$ cat src/rtl/dvs_event_scheduler.sv
// DVS event scheduler: queues receiver events in a FIFO and issues them to the
// RAVENS spike port one at a time over valid/ready, with a minimum idle gap after each spike.
package dvs_ravens_pkg;
  localparam int DVS_X_ADDR_BITS   = 9;
  localparam int DVS_Y_ADDR_BITS   = 9;
  localparam int TIMESTAMP_US_BITS = 32;

  typedef struct packed {
    logic [DVS_X_ADDR_BITS-1:0]   x;
    logic [DVS_Y_ADDR_BITS-1:0]   y;
    logic [TIMESTAMP_US_BITS-1:0] timestamp;
    logic                         polarity;
  } dvs_evt_t;
endpackage

module dvs_event_scheduler
  import dvs_ravens_pkg::*;
#(
  parameter int FIFO_DEPTH     = 8,
  parameter int MIN_GAP_CYCLES = 4,
  parameter int OVF_CNT_BITS   = 16
) (
  input  logic                            clk,
  input  logic                            rst_n,
  input  logic                            enable,
  input  logic                            flush,
  input  logic                            in_valid,
  input  logic [DVS_X_ADDR_BITS-1:0]      in_x,
  input  logic [DVS_Y_ADDR_BITS-1:0]      in_y,
  input  logic [TIMESTAMP_US_BITS-1:0]    in_timestamp,
  input  logic                            in_polarity,
  output logic                            out_valid,
  input  logic                            out_ready,
  output logic [DVS_X_ADDR_BITS-1:0]      out_x,
  output logic [DVS_Y_ADDR_BITS-1:0]      out_y,
  output logic [TIMESTAMP_US_BITS-1:0]    out_timestamp,
  output logic                            out_polarity,
  output logic [$clog2(FIFO_DEPTH):0]     fifo_count,
  output logic [OVF_CNT_BITS-1:0]         overflow_count,
  output logic                            busy
);
  localparam int AW = $clog2(FIFO_DEPTH);
  localparam int GW = (MIN_GAP_CYCLES < 1) ? 1 : $clog2(MIN_GAP_CYCLES + 1);

  typedef enum logic [1:0] {IDLE, ISSUE, GAP} state_t;

  state_t        state;
  logic [GW-1:0] gap_cnt;
  logic [AW:0]   wr_ptr, rd_ptr;
  dvs_evt_t      mem [FIFO_DEPTH];
  dvs_evt_t      head, in_evt;
  logic          full, pop, push, drop;

  assign in_evt = '{x: in_x, y: in_y, timestamp: in_timestamp, polarity: in_polarity};
  assign head   = mem[rd_ptr[AW-1:0]];

  assign fifo_count = wr_ptr - rd_ptr;
  // Extra MSB separates full from empty when the indices coincide.
  assign full = (wr_ptr[AW] != rd_ptr[AW]) && (wr_ptr[AW-1:0] == rd_ptr[AW-1:0]);
  assign pop  = out_valid && out_ready && !flush;
  assign push = in_valid && enable && !flush && (!full || pop);
  assign drop = in_valid && enable && !flush && full && !pop;

  assign out_x         = head.x;
  assign out_y         = head.y;
  assign out_timestamp = head.timestamp;
  assign out_polarity  = head.polarity;
  assign busy          = (state != IDLE) || (fifo_count != '0);

  always_ff @(posedge clk or negedge rst_n) begin
    if (!rst_n) begin
      wr_ptr <= '0;
      rd_ptr <= '0;
      for (int i = 0; i < FIFO_DEPTH; i++) mem[i] <= '0;
    end else if (flush) begin
      wr_ptr <= '0;
      rd_ptr <= '0;
    end else begin
      if (push) begin
        mem[wr_ptr[AW-1:0]] <= in_evt;
        wr_ptr              <= wr_ptr + 1'b1;
      end
      if (pop) rd_ptr <= rd_ptr + 1'b1;
    end
  end

  always_ff @(posedge clk or negedge rst_n) begin
    if (!rst_n) begin
      overflow_count <= '0;
    end else if (drop && (overflow_count != '1)) begin
      overflow_count <= overflow_count + 1'b1;
    end
  end

  // IDLE also looks at a same-cycle push so a lone event is offered on the next cycle.
  always_ff @(posedge clk or negedge rst_n) begin
    if (!rst_n) begin
      state     <= IDLE;
      out_valid <= 1'b0;
      gap_cnt   <= '0;
    end else if (flush) begin
      state     <= IDLE;
      out_valid <= 1'b0;
      gap_cnt   <= '0;
    end else begin
      case (state)
        IDLE: begin
          if ((fifo_count != '0) || push) begin
            state     <= ISSUE;
            out_valid <= 1'b1;
          end
        end
        ISSUE: begin
          if (pop) begin
            if (MIN_GAP_CYCLES > 0) begin
              state     <= GAP;
              out_valid <= 1'b0;
              gap_cnt   <= GW'(MIN_GAP_CYCLES);
            end else if ((fifo_count > (AW+1)'(1)) || push) begin
              state     <= ISSUE;
              out_valid <= 1'b1;
            end else begin
              state     <= IDLE;
              out_valid <= 1'b0;
            end
          end
        end
        GAP: begin
          if (gap_cnt <= GW'(1)) begin
            state   <= IDLE;
            gap_cnt <= '0;
          end else begin
            gap_cnt <= gap_cnt - 1'b1;
          end
        end
        default: begin
          state     <= IDLE;
          out_valid <= 1'b0;
          gap_cnt   <= '0;
        end
      endcase
    end
  end
endmodule
$ cat config.mk
export PLATFORM = sky130hd
export DESIGN_NAME = dvs_event_scheduler
export DESIGN_NICKNAME = d
export VERILOG_FILES = /design/src/rtl/dvs_event_scheduler.sv
export SDC_FILE = /design/constraint.sdc
export NUM_CORES = 1
export LEC_CHECK = 0
export ABC_AREA = 1
export BUFFER_PORTS_ARGS = -buffer_cell sky130_fd_sc_hd__buf_2
export CAP_MARGIN = 0
export CORE_AREA = 2 2 188 375
export DETAILED_ROUTE_END_ITERATION = 7
export DIE_AREA = 0 0 190 377
export GPL_ROUTABILITY_DRIVEN = 0
export HOLD_SLACK_MARGIN = 0.12
export PLACE_DENSITY_LB_ADDON = 0.08
export SETUP_SLACK_MARGIN = 0.15
export SLEW_MARGIN = 20
export SYNTH_ARGS = -nofsm -noshare
export SYNTH_HDL_FRONTEND = slang
export SYNTH_SLANG_ARGS = --single-unit
$ cat constraint.sdc
create_clock -name clk -period 6.2 [get_ports clk]
set_input_delay 0.31 -clock clk [delete_from_list [all_inputs] [get_ports clk]]
set_output_delay 0.31 -clock clk [all_outputs]
set_load 0.05 [all_outputs]
# == Yosys cells after proc, flatten, opt, wreduce, memory -nomap -nowiden ==
# Index checks and enable logic that the tools add are counted.
# totals
out_inout_bits,73
reg_bits,438
# classes
bitwise_logic,3
n_lt_le_gt_ge,4
n_reduce_logical,25
mux,23
addsub,5
eq_ne,10
# op_table
operator,count
$bwmux 408,1
$bmux 51 s3,1
$demux 51 s3,1
$mux 51,3
$add 16x1->16 const B,1
$mux 4,4
$ne 16x16->1 const B,1
$logic_and 1x1->1,10
$mux 3,3
$ne 3x3->1 const B,3
$pmux 3 s3,1
$add 4x1->4 const B,2
$ge 4x4->1 const B,2
$mux 2,4
$not 3->4,2
$pmux 2 s3,1
$reduce_and 3->1,2
$reduce_bool 2->1,3
$lt 4x1->1 const B,1
$ne 2x2->1 const B,2
$reduce_and 2->1,2
$reduce_bool 4->1,1
$sub 4x4->4,1
$eq 3x3->1,1
11 further kinds,17

# == Depth between registers and ports, before layout ==
# Gate-level depths: netlist (run 1).
# logic_depth
ltp_word,9
mapped_depth,15
depth_no_buf,12

# == Worst setup path after synthesis (run 1) ==
# Ideal clock, no wire load.
# synth_path
kind,flip-flop to output port
from,register rd_ptr[2]
to,output port busy
path_stages_with_launch,9
t_arrival_ns,2.721
path_slack_ns,3.169
path_buffers,2
path_cell_list,dfrtp_1 clkbuf_1 inv_2 buf_1 ha_1 xnor2_1 or2_2 nor2_1 inv_1
# synth_between
elab_chain_len,3
# synth_lines
element,line_no,source
"start, declared",49,"logic [AW:0] wr_ptr, rd_ptr;"
"start signal, assigned",83,if (pop) rd_ptr <= rd_ptr + 1'b1;
$sub 4x4->4,57,assign fifo_count = wr_ptr - rd_ptr;
via fifo_count[2],38,"output logic [$clog2(FIFO_DEPTH):0] fifo_count,"
$reduce_bool 4->1,68,assign busy = (state != IDLE) || (fifo_count != '0);
$logic_or 1x1->1,68,
"end, declared",40,output logic busy
# The timed path passes the listed nets, and every way through them passes these cells.

# == Final worst setup path (run 1) ==
# layout_path
from,register rd_ptr[0]
to,output port out_timestamp[14]
# layout_between
elab_chain_len,4
# layout_lines
element,line_no,source
$not 3->4 (not written as such),55,assign head = mem[rd_ptr[AW-1:0]];
$bmux 51 s3,55,
$mux 51 (not written as such) (2 in a row),55,
"end, declared",36,"output logic [TIMESTAMP_US_BITS-1:0] out_timestamp,"
# Every way passes these cells. The select of a mux whose other input is x is not followed.

==> results of run 1 <==
==> per-stage QoR <==
stage | hold WS [ns] | utilization (%) | setup slack, ns
after floorplan | 0.0144 | - | 3.17
after global placement | 0.378 | 30.9 | 2.53
after global routing | 0.149 | 33.2 | 1.77
final | 0.131 | 33.2 | 2.07
after CTS | 0.121 | 33.1 | 1.95
after detailed placement | 0.389 | 30.9 | 2.51
==> critical path, delay by kind of cell (launching register included) <==
family          cells  cell delay (ns)
compound gates      2             0.34
buf+inv             3             1.75
flops               1             0.82
simple gates        2             0.29
==> where the power goes <==
| group | leakage [nW] | switching (W) | internal (W) |
|---|---|---|---|
| Combinational | 4.30 | 0.00150 | 0.000555 |
| Sequential | 5.92 | 0.000196 | 0.00314 |
| Clock | 0.703 | 0.00119 | 0.00151 |
==> state kept, by name, indices dropped and copies added, names as in the netlist <==
signal / count
overflow_count: 16
state: 2
mem: 408
gap_cnt: 3
wr_ptr: 4
rd_ptr: 4
out_valid: 1
==> worst paths after layout <==
| kind | from | slack (ns) | end | cells after the start |
|---|---|---|---|---|
| max in group asynchronous | rst_n | 4.36 | mem[35] | 3 |
| worst min register to register | mem[328] | 0.48 | mem[328] | 2 |
| worst max-delay path | rd_ptr[0] | 2.07 | out_timestamp[14] | 7 |
| min in group asynchronous | rst_n | 0.34 | mem[211] | 2 |
| worst min-delay path | in_timestamp[0] | 0.13 | mem[307] | 3 |
| worst max register to register | rd_ptr[0] | 2.57 | mem[341] | 10 |
==> timing repair <==
item                       CTS  global route
hold endpoints to repair    98             0
gates resized for setup      0             0
hold buffers                11             0
setup endpoints to repair    0             0
==> cells in the final DEF (no fill, tap or decap), types with 3 or more instances in the layout <==
cell type and instances:
nand2_1 637, dfrtp_1 435, o21ai_0 411, nor2_1 232, o21ai_1 161, buf_2 128
o22ai_1 102, inv_1 83, o21ai_2 58, clkbuf_16 45, nand3_1 24, buf_4 18
ha_1 12, nand2_2 11, clkinv_2 11, clkbuf_8 11, dlygate4sd3_1 11, clkbuf_1 10
nand2_4 7, nor3_1 6, xnor2_1 5, inv_2 4, a21oi_1 4, xor2_1 4
nand4_1 3, nand3b_1 3
==> layout make-up <==
type / instances / area [um^2] / area share [%]
sequential: 438 / 11000 / 48.2
multi-input combinational: 1690 / 7960 / 35.0
clock buffer: 66 / 1320 / 5.78
tap: 897 / 1120 / 4.94
timing repair buffer: 160 / 941 / 4.14
inverter: 89 / 340 / 1.50
clock inverter: 12 / 88.8 / 0.391
==> metal layers <==
layer	vias up	wire [um]	part of all wire (%)
li1	7966	-	-
met3	90	1840	2.9
met1	8127	26600	41
met5	-	0	0
met4	0	1730	2.7
met2	275	34300	53
==> cell families (layout without fill, tap and decap cells) <==
family	after synthesis	after routing
xor gates and xnor gates	9	9
and+or+nand+nor	930	930
DFF	438	438
AOI/OAI and AO/OA	738	738
adders and majority gates	13	13
buffers and inverters	258	327
==> results.json, run 1 <==
{
  "status": "completed",
  "finalCritPeriodShare_pct": 66.6,
  "synth_compound_area_share_pct": 19.8,
  "wl_per_cell_um": 19.2,
  "yosys.area_share.simple_pct": 17.9,
  "viasPerCell": 4.91,
  "synth_top_area_share_pct": 53.7,
  "ys.warnings.count": 0,
  "post_cts_buffers": 0,
  "grt_remaining_overflow": 0,
  "gr-usage-met3_pct": 1.95,
  "crit_slowest_cell": "inv_6",
  "ys_seq_area_share_pct": 53.7,
  "vias": 16500,
  "start_kind": "flop",
  "syn_nets": 2456,
  "wirelength_um": 64500,
  "area_delta_synth_final_pct": 11.3,
  "io-pin-count": 130,
  "setup_viol": 0,
  "grt.busiest_layer": "met2",
  "slew_headroom_pct": 26.9,
  "drive_gt1_share_pct": 12.5,
  "netlist_instances": 2386,
  "muxShareOfSynthArea_pct": 0,
  "initial_core_util_pct": 29.8,
  "synth-seq-cells": 438,
  "fmax_mhz": 242,
  "drc": 0,
  "cts.sinks": 438,
  "dpl.hpwl_um": 37100,
  "grt_first_pass_wirelength_um": 101000,
  "io_buffer_count": 129,
  "worst_pin_slew_ns": 1.10,
  "use_met2_pct": 34.2,
  "synth_top_cell_by_area": "dfrtp_1",
  "worst_clock_skew_ns": 0.0196,
  "finalMaxSlewViolations": 0,
  "fp.dieH_um": 377,
  "finalInstanceArea_um2": 22700,
  "placed_area_um2": 21200,
  "drt_iter0_drc": 886,
  "ant_nets": 0,
  "arrival_ns": 3.82,
  "power_w": 0.00808,
  "synth_xor_area_share_pct": 0.386,
  "met1_usage_pct": 21.5,
  "htree_levels": 2,
  "clock_latency_ns": 0.57,
  "grt_max_degree": 161,
  "final_nets": 2494,
  "crit_path_max_incr_delay_ns": 0.93,
  "num_antenna_cells": 0,
  "cp-end-kind": "output port",
  "required_ns": 5.89,
  "n_fill_cell": 7343,
  "drv_cap": 0,
  "cp_max_fo": 130,
  "finalHoldViolations": 0,
  "ys_types": 35,
  "p_leak_nw": 10.9,
  "path_cells": "inv_6, buf_4, o21ai_0, o22ai_1, nand2_1, nand2_1, buf_2",
  "syn_area_um2": 20400,
  "cts-buffers-inserted": 45,
  "ys_top_cells_by_area": "dfrtp_1, nand2_1, o21ai_0, nor2_1, o21ai_1",
  "stdcell_count": 3352,
  "synth_top_family_by_area": "compound AO/OA/AOI/OAI gates",
  "grt_antenna_before_repair": 0,
  "path_common_cell": "nand2_1",
  "synth_edf_count": 0,
  "dpl.cell_count": 3263,
  "cts_tree": "built",
  "cts-root-buf": "clkbuf_16",
  "grt_usage_pct": 18.2,
  "fin_crit_ns": 4.13,
  "rsz0062_at_grt": "no",
  "die_x_um": 190,
  "clock_path_buffers": 3,
  "crit_type": "flop to output port",
  "drt-pass1-iter-count": 7,
  "clk_pin_slew_ns": 0.06,
  "core_um2": 68600,
  "ir_drop_mv": 0.166,
  "grt_pass1_vias": 17000,
  "dieArea_um2": 71600,
  "ys.flop_type": "dfrtp_1",
  "hp-class": "input pin to flop",
  "syn_area_per_cell_um2": 8.56,
  "final.setup.tns_ns": 0,
  "rows": 136,
  "power_density_nw_per_um2": 356,
  "async_flop_share_pct": 100,
  "yosysMostFrequentCell": "nand2_1",
  "synthAdderAreaFrac_pct": 0.833,
  "synthTopCellsByCount": "nand2_1, dfrtp_1, o21ai_0"
}
(Power assumes the default switching activity.)
==> inputs of run 2 (changes only) <==
Clock period 6.2 ns to 3.7 ns, I/O delays scaled along.
==> run 2 against run 1 <==
Net effect: total power rose by 66%; worst setup slack got worse by 1.4 ns; count of clock-buffer cells in the layout rose by 1; largest cell class unchanged; sequential share of layout area fell by 1.3 points; sequential power rose by 65%; via count rose by 0.94%; final area rose by 2.7%; critical path type unchanged; cell count rose by 1.6%; global-route usage rose by 0.12 points; critical path depth fell by 1.
==> results.json, run 2 (same netlist as run 1, synthesis figures left out) <==
{
  "finalHoldViolations": 0,
  "dieArea_um2": 71600,
  "cp-end-kind": "output port",
  "drv_cap": 0,
  "crit_path_max_incr_delay_ns": 0.73,
  "top_layer_used": "met4",
  "grt_pass1_vias": 17200,
  "io-pin-count": 130,
  "drc": 0,
  "setup_viol": 0,
  "drive_gt1_share_pct": 12.5,
  "power_density_nw_per_um2": 576,
  "ant_nets": 0,
  "crit_buf_inv": 2,
  "grt_first_pass_wirelength_um": 102000,
  "path_cells": "buf_12, o21ai_0, o22ai_1, nand2_1, nand2_1, buf_2",
  "start_kind": "flop",
  "rr_worst_depth": 11,
  "fp.dieH_um": 377,
  "io_buffer_count": 129,
  "layout_setup_ws_ns": 0.649,
  "ir_drop_mv": 0.389,
  "slew_headroom_pct": 32.9,
  "wl_per_cell_um": 18.9,
  "met3_length_um": 1980,
  "cts_hold_buf": 56,
  "p_leak_nw": 11.2,
  "crit_slowest_cell": "buf_12",
  "post_cts_buffers": 0,
  "finalCritPeriodShare_pct": 82.5,
  "path_common_cell": "nand2_1",
  "regMostFlops": "mem",
  "viasPerCell": 4.88,
  "finalMaxSlewViolations": 0,
  "cts_tree": "built",
  "cts-buffers-inserted": 44,
  "grt_usage_pct": 18.3,
  "fmax_mhz": 328,
  "clk_pin_slew_ns": 0.06,
  "dpl.hpwl_um": 36600,
  "cp_top_family": "buffers and inverters",
  "final_nets": 2550,
  "area_delta_synth_final_pct": 14.3,
  "cts_resized": 0,
  "drt-pass1-iter-count": 4,
  "clock_path_buffers": 3,
  "hp-class": "input pin to async pin",
  "fin_util_pct": 34.0,
  "fin_crit_ns": 3.05,
  "vias": 16600,
  "grt_antenna_before_repair": 1,
  "final.setup.tns_ns": 0,
  "whs_ns": 0.247,
  "rsz0062_at_grt": "no",
  "rows": 136,
  "worst_pin_slew_ns": 1.01,
  "worst_clock_skew_ns": 0.0161,
  "die_x_um": 190,
  "wl_met1_um": 27200,
  "largest_reg_flops": 408,
  "wirelength_um": 64500,
  "wl_met2_um": 33700,
  "initial_core_util_pct": 29.8,
  "cts.sinks": 438,
  "cp_max_fo": 205,
  "place_ws_ns": 0.939,
  "finalInstanceArea_um2": 23300,
  "reg.largest.list": "mem: 408 flops, overflow_count: 16 flops",
  "cts-root-buf": "clkbuf_16",
  "htree_levels": 2,
  "arrival_ns": 2.87,
  "final_common_cell": "nand2_1",
  "rrSetupSlack_ns": 0.94,
  "core_um2": 68600,
  "crit_type": "flop to output port",
  "grt_max_degree": 206,
  "mostFrequentLayoutCells": "nand2_1, dfrtp_1, o21ai_0",
  "clock_latency_ns": 0.57,
  "r2r-start": "wr_ptr[0]",
  "grt_remaining_overflow": 0,
  "status": "completed",
  "required_ns": 3.51,
  "placed_area_um2": 21400,
  "r2r_end": "mem[215]",
  "drt_iter0_drc": 834
}
## run 2: cell types whose count changed in the layout (fill, tap and decap cells not counted), sizes merged
cell and change:
buf +12, bufinv -1, clkbuf +1, clkinv -5, diode +1, dlygate4sd3 +45
inv +2
## run 2: worst max-delay path by stage
stage / cells past startpoint / start / slack [ns] / end
global route: 6 / rd_ptr[0] / 0.45 / out_timestamp[7]
CTS: 6 / rd_ptr[0] / 0.56 / out_timestamp[7]
detailed placement: 11 / wr_ptr[0] / 0.94 / overflow_count[11]
finish: 6 / rd_ptr[0] / 0.65 / out_timestamp[23]
global placement: 11 / wr_ptr[0] / 0.98 / overflow_count[11]
floorplan: 8 / rd_ptr[2] / 0.79 / busy
## run 2: per-stage QoR
stage | instances | power (W)
2_1_floorplan | 2386 | 0.00810
3_3_place_gp | 3275 | 0.00917
3_5_place_dp | 3275 | 0.00919
4_1_cts | 3406 | 0.0137
5_1_grt | 3406 | 0.0143
6_report | 3407 | 0.0135
## run 2: layout make-up
class	instances	area, um^2
Fill cell	7204	45200
Sequential cell	438	11000
Multi-Input combinational cell	1690	7950
Timing Repair Buffer	217	1610
Clock buffer	67	1310
Tap cell	897	1120
Inverter	89	340
Clock inverter	8	47.5
Antenna cell	1	2.50
## run 2: routing by layer
layer  up-vias  GRT usage, %
met3        81          1.96
met4         0          5.56
met2       270          33.9
met1      8182          22.1
li1       8080             -
met5         -             0
## run 2: where the power goes
part	total [W]	switching, W	internal (W)
clock network	0.00438	0.00195	0.00243
logic	0.00356	0.00258	0.000986
registers	0.00551	0.000251	0.00526
total	0.0135	0.00478	0.00867
==> inputs of run 3 (changes only) <==
Settings changed: ABC_AREA 1 to 0, CORE_AREA 2 2 188 375 to 2 2 187 372, DIE_AREA 0 0 190 377 to 0 0 189 374.
Clock period 3.7 ns to 2.65 ns, I/O delays scaled along.
==> run 3 against run 2 <==
Net effect: flip-flop and latch count stayed put; sequential power rose by 39%; clock skew rose by 0.0048 ns; critical endpoint is now mem[88]; utilization increased by 4.7 points; synthesized area shrank 1.6%; synthesized cell count fell by 44%; wire length down 5.0%; total power rose by 45%.
==> results.json, run 3 <==
{
  "status": "completed",
  "htree_levels": 2,
  "drt_iter0_drc": 431,
  "clock_latency_ns": 0.58,
  "worst_clock_skew_ns": 0.0208,
  "hp-class": "input pin to flop",
  "grt_first_pass_wirelength_um": 90200,
  "cp-end-kind": "flop",
  "layout_setup_ws_ns": 0.0846,
  "grt_remaining_overflow": 0,
  "start_kind": "flop",
  "finalCritPeriodShare_pct": 96.8,
  "required_ns": 3.11,
  "initial_core_util_pct": 29.7,
  "syn_area_per_cell_um2": 15.0,
  "fp.dieH_um": 374,
  "p_leak_nw": 12.1,
  "rsz0062_at_grt": "yes",
  "synthTopCellsByCount": "dfrtp_1, mux2_2, nand2_1",
  "grt_pass1_vias": 13600,
  "final_common_cell": "dfrtp_1",
  "slew_headroom_pct": 43.0,
  "core_um2": 67700,
  "cts_tree": "built",
  "finalHoldViolations": 0,
  "cts.sinks": 438,
  "ys_types": 48,
  "ys_top_cells_by_area": "dfrtp_1, mux2_2, mux4_2, mux2_4, nand2_1",
  "area_delta_synth_final_pct": 30.6,
  "yosysMostFrequentCell": "dfrtp_1",
  "synth_top_cell_by_area": "dfrtp_1",
  "fmax_mhz": 390,
  "io-pin-count": 130,
  "synth_edf_count": 0,
  "drc": 0,
  "clock_path_buffers": 3,
  "finalMaxSlewViolations": 0,
  "syn_nets": 1406,
  "dieArea_um2": 70700,
  "place_ws_ns": 0.0718,
  "reg.largest.list": "mem: 408 flops, overflow_count: 16 flops",
  "die_x_um": 189,
  "cts-root-buf": "clkbuf_16",
  "drive_gt1_share_pct": 55.8,
  "power_w": 0.0195,
  "ys.flop_type": "dfrtp_1",
  "grt_usage_pct": 17.0,
  "ir_drop_mv": 0.513,
  "cp_max_fo": 15,
  "clk_pin_slew_ns": 0.06,
  "io_buffer_count": 129,
  "final_nets": 1671,
  "synth-seq-cells": 438,
  "arrival_ns": 3.03,
  "regMostFlops": "mem",
  "async_flop_share_pct": 100,
  "rows": 135,
  "rrSetupSlack_ns": 0.08,
  "grt_max_degree": 83,
  "wl_per_cell_um": 24.3,
  "cts-buffers-inserted": 46,
  "worst_pin_slew_ns": 0.850,
  "syn_area_um2": 20100,
  "mostFrequentLayoutCells": "dfrtp_1, mux2_2, nand2_1",
  "fin_crit_ns": 2.57,
  "viasPerCell": 4.81,
  "drv_cap": 0,
  "ys_seq_area_share_pct": 54.5,
  "vias": 12100,
  "wirelength_um": 61200,
  "grt_antenna_before_repair": 3,
  "ys.warnings.count": 0,
  "power_density_nw_per_um2": 742,
  "drt-pass1-iter-count": 4,
  "netlist_instances": 1336,
  "crit_type": "flop to flop",
  "largest_reg_flops": 408,
  "ant_nets": 0,
  "dpl.hpwl_um": 35200,
  "setup_viol": 0,
  "synth_top_area_share_pct": 54.5
}
-- run 3: cell types whose count changed after synthesis, moves of 12 or more --
| cell | delta |
|---|---|
| buf_2 | +22 |
| inv_1 | -71 |
| o22ai_1 | -102 |
| o21ai_1 | -161 |
| nor2_1 | -220 |
| clkbuf_1 | -46 |
| o21ai_2 | -58 |
| nand2_1 | -465 |
| mux2_4 | +50 |
| mux4_2 | +102 |
| nand2_2 | -12 |
| mux2_2 | +351 |
| buf_6 | -51 |
| o21ai_0 | -407 |
-- run 3: cells by family after synthesis --
| kind of cell | after synthesis | synth area share [%] |
|---|---|---|
| flip-flops | 438 | 54.5 |
| buffers and inverters | 96 | 2.46 |
| adder cells (fa/ha/maj) | 13 | 0.846 |
| AO/OA/AOI/OAI | 20 | 0.722 |
| AND/OR/NAND/NOR | 232 | 4.97 |
| XOR/XNOR | 21 | 0.952 |
| multiplexers | 516 | 35.5 |
-- run 3: area by class of cell --
type                            count  area [um^2]
Antenna cell                        1         2.50
Clock buffer                       65         1330
Clock inverter                     12          116
Fill cell                        6417        41500
Inverter                           16         68.8
Multi-Input combinational cell    802         9170
Sequential cell                   438        11000
Tap cell                          890         1110
Timing Repair Buffer              297         3480
-- run 3: worst max-delay path, stage by stage (launching register included) --
cell	delay, ns
dfrtp_4	0.51
inv_4	0.07
ha_4	0.19
and3_4	0.18
a311o_2	0.42
buf_4	0.16
nor3_4	0.17
buf_12	0.20
buf_12	0.18
mux2_2	0.35
-- run 3: what timing repair did --
action / in CTS / in global routing
resized for setup: 116 / 136
endpoints found under the setup margin: 208 / 275
pin swaps: 5 / 13
hold buffers: 56 / 0
setup buffers: 15 / 7
hold endpoints to repair: 855 / 0
cloned: 11 / 14
-- run 3: per-stage QoR --
| stage | hold slack [ns] | cells | TNS (ns) | instance area [um^2] | util [%] |
|---|---|---|---|---|---|
| 4_1_cts | 0.200 | 2499 | 0 | 25400 | 37.5 |
| 3_5_place_dp | 0.0936 | 2340 | 0 | 22500 | 33.3 |
| 3_3_place_gp | 0.0929 | 2340 | 0 | 22500 | 33.3 |
| 2_1_floorplan | -0.163 | 1336 | -1.55 | 20400 | - |
| 6_report | 0.199 | 2521 | 0 | 26200 | 38.7 |
| 5_1_grt | 0.219 | 2521 | 0 | 26200 | 38.7 |
-- run 3: power breakdown --
group / internal, W / total, W / switching [W]
logic: 0.00250 / 0.00536 / 0.00286
registers: 0.00733 / 0.00765 / 0.000322
clock network: 0.00368 / 0.00647 / 0.00279
total: 0.0135 / 0.0195 / 0.00598
-- run 3: final timing paths --
kind / start / cells past startpoint / endpoint
max reg2reg: rd_ptr[1] / 9 / mem[88]
min: in_valid / 5 / wr_ptr[0]
max in group asynchronous: rst_n / 3 / mem[126]
min in group asynchronous: rst_n / 3 / overflow_count[7]
min reg2reg: mem[256] / 1 / mem[256]
max: rd_ptr[1] / 9 / mem[88]
-- run 3: layer usage --
| metal | GRT usage, % | routed length [um] | vias up | part of all wire [%] |
|---|---|---|---|---|
| li1 | - | - | 5375 | - |
| met1 | 20.0 | 24400 | 6507 | 40 |
| met2 | 32.1 | 33900 | 170 | 55 |
| met3 | 2.22 | 1660 | 64 | 2.7 |
| met4 | 4.33 | 1240 | 2 | 2.0 |
| met5 | 0 | 16 | - | 0.026 |
